`src/rtl/alu_sequencer_if.sv`:
```
// Instruction issue handshake between issue logic and alu_sequencer.
// master: issuer drives valid/op/rd/rs1/rs2; slave: sequencer drives ready.
interface alu_sequencer_if #(
  parameter int AW = 2
);
  logic          instr_valid;
  logic          instr_ready;
  logic [2:0]    instr_op;
  logic [AW-1:0] instr_rd;
  logic [AW-1:0] instr_rs1;
  logic [AW-1:0] instr_rs2;

  modport master (
    output instr_valid,
    output instr_op,
    output instr_rd,
    output instr_rs1,
    output instr_rs2,
    input  instr_ready
  );

  modport slave (
    input  instr_valid,
    input  instr_op,
    input  instr_rd,
    input  instr_rs1,
    input  instr_rs2,
    output instr_ready
  );
endinterface

```
`src/rtl/alu_sequencer.sv`:
```
// Multi-cycle IDLE/READ/EXEC/WB sequencer for an external one-hot ALU.
// Ports: clk, rst_n, instr (slave handshake), ALU bus, load, debug read, done.
module alu_sequencer #(
  parameter  int DW    = 8,
  parameter  int NREGS = 4,
  localparam int AW    = $clog2(NREGS)
) (
  input  logic          clk,
  input  logic          rst_n,
  alu_sequencer_if.slave instr,
  output logic [7:0]    alu_op_onehot,
  output logic [DW-1:0] alu_a,
  output logic [DW-1:0] alu_b,
  input  logic [DW-1:0] alu_result,
  input  logic          alu_flag,
  input  logic          ld_en,
  input  logic [AW-1:0] ld_addr,
  input  logic [DW-1:0] ld_data,
  input  logic [AW-1:0] rd_sel,
  output logic [DW-1:0] rd_data,
  output logic          done,
  output logic [DW-1:0] done_result,
  output logic          flag
);

  typedef enum logic [1:0] {
    IDLE,
    READ,
    EXEC,
    WB
  } state_t;

  state_t state_q;
  state_t state_d;

  logic [2:0]    op_q;
  logic [AW-1:0] rd_q;
  logic [AW-1:0] rs1_q;
  logic [AW-1:0] rs2_q;
  logic [DW-1:0] res_q;
  logic          flg_q;
  logic [DW-1:0] regs [NREGS];
  logic          accept;

  assign accept  = instr.instr_valid & instr.instr_ready;
  assign rd_data = regs[rd_sel];

  always_ff @(posedge clk or negedge rst_n) begin
    if (!rst_n) state_q <= IDLE;
    else        state_q <= state_d;
  end

  always_comb begin
    state_d           = state_q;
    instr.instr_ready = 1'b0;
    unique case (state_q)
      IDLE: begin
        instr.instr_ready = 1'b1;
        if (instr.instr_valid) state_d = READ;
      end
      READ:    state_d = EXEC;
      EXEC:    state_d = WB;
      WB:      state_d = IDLE;
      default: state_d = IDLE;
    endcase
  end

  always_ff @(posedge clk or negedge rst_n) begin
    if (!rst_n) begin
      op_q          <= '0;
      rd_q          <= '0;
      rs1_q         <= '0;
      rs2_q         <= '0;
      res_q         <= '0;
      flg_q         <= 1'b0;
      alu_op_onehot <= '0;
      alu_a         <= '0;
      alu_b         <= '0;
      done          <= 1'b0;
      done_result   <= '0;
      flag          <= 1'b0;
      for (int i = 0; i < NREGS; i++)
        regs[i] <= '0;
    end else begin
      done          <= 1'b0;
      alu_op_onehot <= '0;
      unique case (state_q)
        IDLE: begin
          // A load in the accept cycle lands before READ samples regs.
          if (ld_en) regs[ld_addr] <= ld_data;
          if (accept) begin
            op_q  <= instr.instr_op;
            rd_q  <= instr.instr_rd;
            rs1_q <= instr.instr_rs1;
            rs2_q <= instr.instr_rs2;
          end
        end
        READ: begin
          alu_a         <= regs[rs1_q];
          alu_b         <= regs[rs2_q];
          // Registered so the opcode is high for exactly the EXEC cycle.
          alu_op_onehot <= 8'b1 << op_q;
        end
        EXEC: begin
          res_q <= alu_result;
          flg_q <= alu_flag;
        end
        WB: begin
          regs[rd_q]  <= res_q;
          done        <= 1'b1;
          done_result <= res_q;
          // Logic ops (AND/OR/NOT) leave the status flag alone.
          if (op_q <= 3'd4) flag <= flg_q;
        end
        default: ;
      endcase
    end
  end

endmodule

```
`src/flat_wrapper.sv`:
```
// flat-port wrapper written by rule: the top's interface ports become plain ports
module alu_sequencer_flat 
#(
  parameter  int DW    = 8,
  parameter  int NREGS = 4,
  localparam int AW    = $clog2(NREGS)
)
  (clk, rst_n, alu_op_onehot, alu_a, alu_b, alu_result, alu_flag, ld_en, ld_addr, ld_data, rd_sel, rd_data, done, done_result, flag, instr_instr_valid, instr_instr_op, instr_instr_rd, instr_instr_rs1, instr_instr_rs2, instr_instr_ready);
  alu_sequencer_if #(.AW(2)) instr_i ();
  input  logic clk;
  input  logic rst_n;
  output logic [7:0] alu_op_onehot;
  output logic [DW-1:0] alu_a;
  output logic [DW-1:0] alu_b;
  input  logic [DW-1:0] alu_result;
  input  logic alu_flag;
  input  logic ld_en;
  input  logic [AW-1:0] ld_addr;
  input  logic [DW-1:0] ld_data;
  input  logic [AW-1:0] rd_sel;
  output logic [DW-1:0] rd_data;
  output logic done;
  output logic [DW-1:0] done_result;
  output logic flag;
  input wire logic [$bits(instr_i.instr_valid)-1:0] instr_instr_valid;
  input wire logic [$bits(instr_i.instr_op)-1:0] instr_instr_op;
  input wire logic [$bits(instr_i.instr_rd)-1:0] instr_instr_rd;
  input wire logic [$bits(instr_i.instr_rs1)-1:0] instr_instr_rs1;
  input wire logic [$bits(instr_i.instr_rs2)-1:0] instr_instr_rs2;
  output wire logic [$bits(instr_i.instr_ready)-1:0] instr_instr_ready;
  assign instr_i.instr_valid = instr_instr_valid;
  assign instr_i.instr_op = instr_instr_op;
  assign instr_i.instr_rd = instr_instr_rd;
  assign instr_i.instr_rs1 = instr_instr_rs1;
  assign instr_i.instr_rs2 = instr_instr_rs2;
  assign instr_instr_ready = instr_i.instr_ready;
  alu_sequencer #(.DW(DW), .NREGS(NREGS)) u_core (.clk(clk), .rst_n(rst_n), .instr(instr_i), .alu_op_onehot(alu_op_onehot), .alu_a(alu_a), .alu_b(alu_b), .alu_result(alu_result), .alu_flag(alu_flag), .ld_en(ld_en), .ld_addr(ld_addr), .ld_data(ld_data), .rd_sel(rd_sel), .rd_data(rd_data), .done(done), .done_result(done_result), .flag(flag));
endmodule
```
`config.mk`:
```
export PLATFORM = sky130hd
export DESIGN_NAME = alu_sequencer_flat
export DESIGN_NICKNAME = d
export VERILOG_FILES = /design/src/rtl/alu_sequencer_if.sv /design/src/rtl/alu_sequencer.sv /design/src/flat_wrapper.sv
export SDC_FILE = /design/constraint.sdc
export NUM_CORES = 1
export LEC_CHECK = 0
export CAP_MARGIN = 5
export CORE_ASPECT_RATIO = 1.1
export CORE_MARGIN = 3
export CORE_UTILIZATION = 57
export DETAILED_ROUTE_END_ITERATION = 12
export GPL_ROUTABILITY_DRIVEN = 0
export GPL_TIMING_DRIVEN = 0
export PLACE_DENSITY = 0.85
export SYNTH_ARGS = -nofsm -noshare
export SYNTH_HDL_FRONTEND = slang
export SYNTH_SLANG_ARGS = --single-unit
```
`constraint.sdc`:
```
create_clock -name clk -period 4.05 [get_ports clk]
set_clock_uncertainty 0.2 [all_clocks]
set_input_delay 0.81 -clock clk [delete_from_list [all_inputs] [get_ports clk]]
set_output_delay 0.81 -clock clk [all_outputs]
set_load 0.02 [all_outputs]
```
# Word-level counts from Yosys, hierarchy flattened
# Cells that the tools add are included.
totals:
  ff_bits: 86
  input_bits: 34
classes:
  n_shift: 1
  reduce_logical: 7
  n_lt_le_gt_ge: 8
  n_eq_ne: 5
  mux: 22
  bitwise_logic: 6
op_table:
  columns: ["cell", "count"]
  rows:
  - ["$mux 8", 9]
  - ["$bwmux 32", 2]
  - ["$pmux 32 s2", 1]
  - ["$bmux 8 s2", 3]
  - ["$demux 8 s2", 2]
  - ["$mux 32", 1]
  - ["$ge 3x3->1 const B", 5]
  - ["$not 2->3", 5]
  - ["$pmux 2 s4", 1]
  - ["$shl 1x3->8 const A", 1]
  - ["$lt 3x1->1 const B", 2]
  - ["$reduce_and 2->1", 3]
  - ["$eq 2x2->1 const B", 2]
  - ["$ne 2x2->1 const B", 2]
  - ["$le 3x3->1 const B", 1]
  - ["$eq 2x1->1 const B", 1]
  - ["$logic_and 1x1->1", 2]
  - ["$logic_not 2->1", 1]
  - ["$mux 1", 2]
  - ["$mux 2", 1]
  - ["$reduce_bool 2->1", 1]
  - ["$and 1x1->1", 1]

# Logic depth before layout (Yosys ltp)
depth:
  depth_word: 8
  mapped_depth: 7
  depth_no_buf: 6

# Worst setup path after synthesis
# No wires, ideal clock.
synth_timing:
  kind: "input to output"
  from: "in rd_sel[0]"
  to: "out rd_data[0]"
  stages: 2
  path_slack_ns: 1.402
  t_required_ns: 3.040
  t_arrival_ns: 1.638
  path_cell_list: "buf_2 -> mux4_2"
synth_between:
  elab_chain_len: 4
synth_rtl:
  columns: ["element", "line", "rtl"]
  rows:
  - ["start, declared", "flat_wrapper.sv:20", "input logic [AW-1:0] rd_sel;"]
  - ["$not 2->3 (implied by the code)", "alu_sequencer.sv:46", "assign rd_data = regs[rd_sel];"]
  - ["$bmux 8 s2", "alu_sequencer.sv:46", null]
  - ["$mux 8 (implied by the code) (2 in series)", "alu_sequencer.sv:46", null]
  - ["end, declared", "flat_wrapper.sv:21", "output logic [DW-1:0] rd_data;"]
# No other way between the ends. The select of a mux whose other input is x is not followed.

# Worst setup path in the final report
# Ends and elaborated chain as after synthesis.

==> metrics.md <==
| Metric | Value |
|---|---|
| Outcome | completed |
| Pin count of the biggest net entering global routing | slightly below 60 |
| Worst path required time | 3.04 ns |
| Crit path max fanout | 8 |
| Yosys reg bits | 86 |
| Syn_area_per_cell | 12.4 sq um |
| Setup bufs post-CTS | 0 |
| # setup viols final | 0 |
| Clock transition at path regs | 0.09 ns |
| Max incr delay on CP | 0.56 ns |
| Hold-fix buffers at CTS | 0 |
| Worst vdd ir | 0.417 mV |
| Post-synth EDFFs | 0 |
| CP Cell Sequence | buf_2 > mux4_2 > clkdlybuf4s50_1 |
| Global-route met2 utilization | 41.3% |
| Mapped cell area | between 4000 and 5000 sq um |
| Post-synth top area share | 49.8% |
| Synth Flop Type | dfrtp_1 |
| R2R Path Start | u_core.state_q[0] |
| Max Cap Viol | 0 |
| Core area | 7210 sq um |
| GRT overflow | 0 |
| Final core occ | 74.5% |
| Final Hold Vio Count | 0 |
| DR iter-0 viols | 209 |
| First-pass GRT wire length | 16,400 microns |
| Gr usage total | 24.3% |
| Drt wl/cell | 18.7 microns |
| Minimum clock period | 3.20 ns |
| Met1 usage | 31.7% |
| Net Count, Synth | around 390 |
| Die width | 89.0 microns |
| Hold Path Class | in -> async |
| TritonRoute pass-1 iters | 5 |
| Worst Setup End Kind | primary output |
| Worst reg2reg path depth | 7 |
| Buf+Inv Stages, Crit Path | 2 |
| Grt peak-use layer | met2 |
| Worst reg2reg path endpoint | u_core.regs[29] |
| IO Count | 77 |
| Die Area | just under 9000 sq um |
| Slew headroom | between 60 and 70% |
| Ys Warns | 0 |
| CTS Buffer Depth | 2 |
| Total vias in the final route | 3,194 |
| Yosys cell types | 31 |
| Slew Viols, Final | 0 |
| Final ANT Viol Nets | 0 |
| Kind of cell adding the most delay to the critical path | buffers and inverters |
| Synth top area cells | dfrtp_1, mux4_2, mux2_2 |
| Diode count | 0 |
| Area leader, netlist | dfrtp_1 |
| Vias in the first global route | 3,298 |
| Final HPWL DP | between 7000 and 8000 microns |
| Via density | ~6.1 |
| Pleak | 0.00220 uW |
| H-tree depth | 3 |
| CP max-delay cell | mux4_2 |
| Final Cycle Share | 79.0% |
| Setup ws final | 0.849 ns |
| Slew @ Worst Pin | 0.569 ns |
| CTS tree | done |
| TritonCTS Buffers | 9 |
| Layout Area Growth over Synthesis | 24.3% |
| CP Launch Type | input pin |
| Reg2Reg Setup Slack | 1.81 ns |
| RSZ-0062 raised after global routing | false |
| Initial Utilization | 60.0% |
| Post-cts sizing count | 0 |
| Port-buffer cells | 74 |
| Post-synthesis sequential area ratio | 49.8% |
| Final nets | 473 |
| Initial antenna violation count | 0 |
| # DRC | 0 |
| TritonCTS sink count | 86 |
| Share of layout cells above drive strength 1 | 24.6% |
| Ys async rst share | 100% |
| Critical Path AT | 2.19 ns |
| Num rows | 32 |
| Grt met3 use | between 3 and 4% |
| Placement Setup Slack | between 0.8 and 0.9 ns |
| Hold slack | about 0.16 ns |
| Cells after synthesis | 348 |
| Worst skew pair latency | ~0.37 ns |
| Setup CP Type | in -> out |
| Die height | 97.3 microns |
| Fmax achieved | between 300 and 400 MHz |
| Root Buffer | clkbuf_8 |
| Drt total wl | 9800 microns |
| Pwr/cell area | 771 nW/um^2 |
-- cells by family after synthesis --
logic type      Yosys count  synth area share, %
mux                      68                 24.2
simple gates             80                 8.92
buf+inv                  36                 3.82
fa+ha+maj                 5                 1.45
compound gates           73                 11.8
flops                    86                 49.8
-- worst max-delay path by stage --
| stage | from | cells after the start | endpoint | slack, ns |
|---|---|---|---|---|
| floorplan | rd_sel[0] | 2 | rd_data[0] | 1.40 |
| global placement | rst_n | 1 | u_core.alu_op_onehot[1] | -0.93 |
| detailed placement | rd_sel[0] | 3 | rd_data[4] | 0.83 |
| CTS | rd_sel[0] | 3 | rd_data[4] | 0.83 |
| global route | rd_sel[0] | 3 | rd_data[4] | 0.78 |
| finish | rd_sel[0] | 3 | rd_data[0] | 0.85 |
-- layout by cell type (no fill, tap or decap), types with 2 or more instances in the layout --
master / count
a21oi_1: 14
a21oi_2: 4
a21oi_4: 3
a32oi_1: 24
buf_1: 5
buf_2: 9
buf_4: 2
buf_6: 2
clkbuf_1: 7
clkbuf_8: 9
clkdlybuf4s50_1: 73
clkinvlp_4: 3
dfrtp_1: 86
ha_1: 5
inv_1: 12
inv_6: 3
mux2_2: 42
mux4_2: 24
nand2_1: 21
nand2b_1: 3
nand3_1: 8
nand3b_1: 2
nor2_1: 23
nor2_2: 4
nor2b_1: 12
nor3_1: 3
o21ai_0: 24
o21ai_1: 2
or3b_1: 2
-- flip-flops by register name, indices dropped and copies added, names as in the netlist --
signal,flops
u_core.res_q,8
u_core.flg_q,1
u_core.done_result,8
u_core.alu_b,8
u_core.flag,1
u_core.done,1
u_core.rs2_q,2
u_core.regs,32
u_core.alu_op_onehot,8
u_core.rd_q,2
u_core.state_q,2
u_core.alu_a,8
u_core.op_q,3
u_core.rs1_q,2
-- cells in the mapped netlist (7+ instances only) --
master and count:
inv_1 12, dfrtp_1 86, o21ai_0 24, nand3_1 8, a32oi_1 24, mux4_2 24, nor2b_1 12, clkbuf_1 7
mux2_2 42, a21oi_1 14, nor2_1 23, buf_2 9, nand2_1 21
-- cell type report --
| type | count | area [sq um] |
|---|---|---|
| Sequential cell | 86 | 2150 |
| Fill cell | 492 | 1840 |
| Inverter | 12 | 45.0 |
| Clock inverter | 7 | 53.8 |
| Timing Repair Buffer | 75 | 766 |
| Clock buffer | 9 | 124 |
| Multi-Input combinational cell | 226 | 2000 |
| Buffer | 24 | 120 |
| Tap cell | 85 | 106 |
-- stage by stage --
step	power [uW]	instance area, sq um	TNS (ns)	cells
5_1_grt	4400	5370	0	524
3_5_place_dp	3580	5190	0	508
2_1_floorplan	2870	4320	0	348
3_3_place_gp	3470	5170	-79.54	507
4_1_cts	4150	5370	0	524
6_report	4140	5370	0	524
-- metal layers --
metal	share of wire, %	vias up
li1	-	1453
met1	40	1585
met2	53	136
met3	5.7	20
met4	2.3	0
met5	0	-
-- where the power goes --
group	internal, uW	total [uW]	switching, uW
Sequential	1220	1530	317
Clock	228	561	334
Combinational	1050	2040	994
Total	2490	4140	1640
(Power assumes the default switching activity.)
==> edit (config.mk and constraints unchanged) <==
Make the reset (`rst_n`) synchronous in 2 clocked blocks.
--- a/src/rtl/alu_sequencer.sv
+++ b/src/rtl/alu_sequencer.sv
@@ -46,5 +46,5 @@
   assign rd_data = regs[rd_sel];
 
-  always_ff @(posedge clk or negedge rst_n) begin
+  always_ff @(posedge clk) begin
     if (!rst_n) state_q <= IDLE;
     else        state_q <= state_d;
@@ -66,5 +66,5 @@
   end
 
-  always_ff @(posedge clk or negedge rst_n) begin
+  always_ff @(posedge clk) begin
     if (!rst_n) begin
       op_q          <= '0;
Check against the original RTL: differs if rst_n is asserted again (counterexample within 4 cycles, from zero or initial values and one cycle with rst_n low); with rst_n held inactive, the same outputs for 4 cycles.
==> edit against the unedited design <==
Setup slack gained 0.024 ns. Sequential cell count is the same. Wire length shrank 12%. Synthesized area shrank 7.7%. Sequential share of layout area grew 0.81 points. Synthesized cell count shrank 8.3%. Design area shrank 7.0%. Register-to-register slack lost 0.22 ns.
Power is not compared: it rests on default switching activity, and its combinational part moved more than twofold at a synthesized area within 25%.
==> edit: results (changes against the unedited design) <==
stage	metric	value	unit	change
outcome	status	finished clean		unchanged
sta	fmax	315	MHz	was 312 MHz
logic_synthesis	Post-synth EDFFs	32		was 0
logic_synthesis	commonest cells in the netlist	54 x dfxtp_1, 53 x nor2_1, 33 x mux2i_1		was 86 x dfrtp_1, 42 x mux2_2, 24 x a32oi_1, 24 x mux4_2, 24 x o21ai_0
routing	Met1 Routed Length	3450	um	was 3880 um
routing	vias after detailed routing	2868		was 3194
sta	Final TNS setup	0	ns	unchanged
clocking	total CTS buffers	9		unchanged
sta	relative slew slack	60.8	%	was 61.9%
grt	Total GRT Usage	22.6	%	was 24.3%
clocking	post-CTS setup buffers	0		unchanged
worst_setup_path	Worst path slowest cell	clkdlybuf4s50_1		was mux4_2
grt	met1 Resource Use GR	27.0	%	was 31.7%
logic_synthesis	Synth area leaders	dfxtp_1 27%, edfxtp_1 24%, mux4_2 14%		was dfrtp_1 50%, mux4_2 13%, mux2_2 11%
routing	Met3 Wirelength	544	um	was 556 um
grt	met3 usage	5.18	%	was 3.22%
min_path	Hold WC Path Type	flip-flop to flip-flop		was input port to asynchronous set/reset pin
grt	GR Util met2	39.2	%	was 41.3%
layout	proportion of layout cells with a drive suffix above 1	17.1	%	was 24.6%
logic_synthesis	Syn Area/Cell	12.5	sq um	was 12.4 sq um
clocking	Root Buffer Master	clkbuf_8		unchanged
routing	Starting DRT DRC Count	201		was 209
min_path	hold path depth	2		
placement	Inst Count DP	475		was 508
logic_synthesis	Seq/Total Area, Yosys	51.2	%	was 49.8%
routing	Highest Signal Layer	met4		unchanged
worst_setup_path	R2R setup slack	1.59	ns	was 1.81 ns
placement	Area after DPL	4830	sq um	was 5190 sq um
routing	met2 wire len	4420	um	was 5150 um
grt	first-pass GRT wire length	13900	um	was 16400 um
clocking	Post-CTS Resized	0		unchanged
worst_setup_path	R2R depth	6		was 7
sta	Min Hold Slack	0.298	ns	was 0.159 ns
routing	Routed wire per std cell	17.5	um	was 18.7 um
worst_setup_path	CP max FO	8		unchanged
placement	pre-CTS setup slack	0.717	ns	was 0.827 ns
clocking	Clk pin slew, worst setup/hold paths	0.08	ns	
logic_synthesis	Main synth FF type	dfxtp_1		was dfrtp_1
placement	HPWL after DPL	6620	um	was 7380 um
grt	largest net degree at the start of global routing	15		was 59
logic_synthesis	post-synthesis cell type count	37		was 31
logic_synthesis	ys async rst share	0	%	was 100%
layout	max reg flops	32		unchanged
power_and_ir_drop	Power Clock	0.516	mW	
routing	total wire length	8610	um	was 9800 um
layout	nets	444		was 473
logic_synthesis	syn nets	358		was 387
worst_setup_path	Arr. time, crit path	2.17	ns	was 2.19 ns
clocking	Clock Latency Late Sink	0.35	ns	was 0.37 ns
worst_setup_path	CP top delay family	buffers and inverters		unchanged
## edit: area by class of cell
cell class                 count  area [sq um]
inverter                       5          18.8
sequential                    86          2040
fill                         438          1680
timing repair buffer          75           746
buffer                        23           204
multi-input combinational    205          1730
clock buffer                  12           135
clock inverter                 4          22.5
tap                           82           103
## edit: path summary, 6_finish.rpt
check                                      start                      endpoint
hold reg to reg     u_core.alu_b[2]$_SDFFE_PN0N_  u_core.alu_b[2]$_SDFFE_PN0N_
hold / removal      u_core.alu_b[2]$_SDFFE_PN0N_  u_core.alu_b[2]$_SDFFE_PN0N_
setup / recovery                       rd_sel[0]                    rd_data[0]
setup reg to reg  u_core.state_q[0]$_SDFFE_PN0P_   u_core.regs[3][5]$_DFFE_PP_
## edit: kinds of logic after synthesis
group / Yosys count / share of synthesized area (%)
simple gates: 117 / 13.9
flops: 86 / 51.2
mux: 57 / 21.8
buf+inv: 28 / 5.58
compound gates: 26 / 5.93
fa+ha+maj: 5 / 1.57
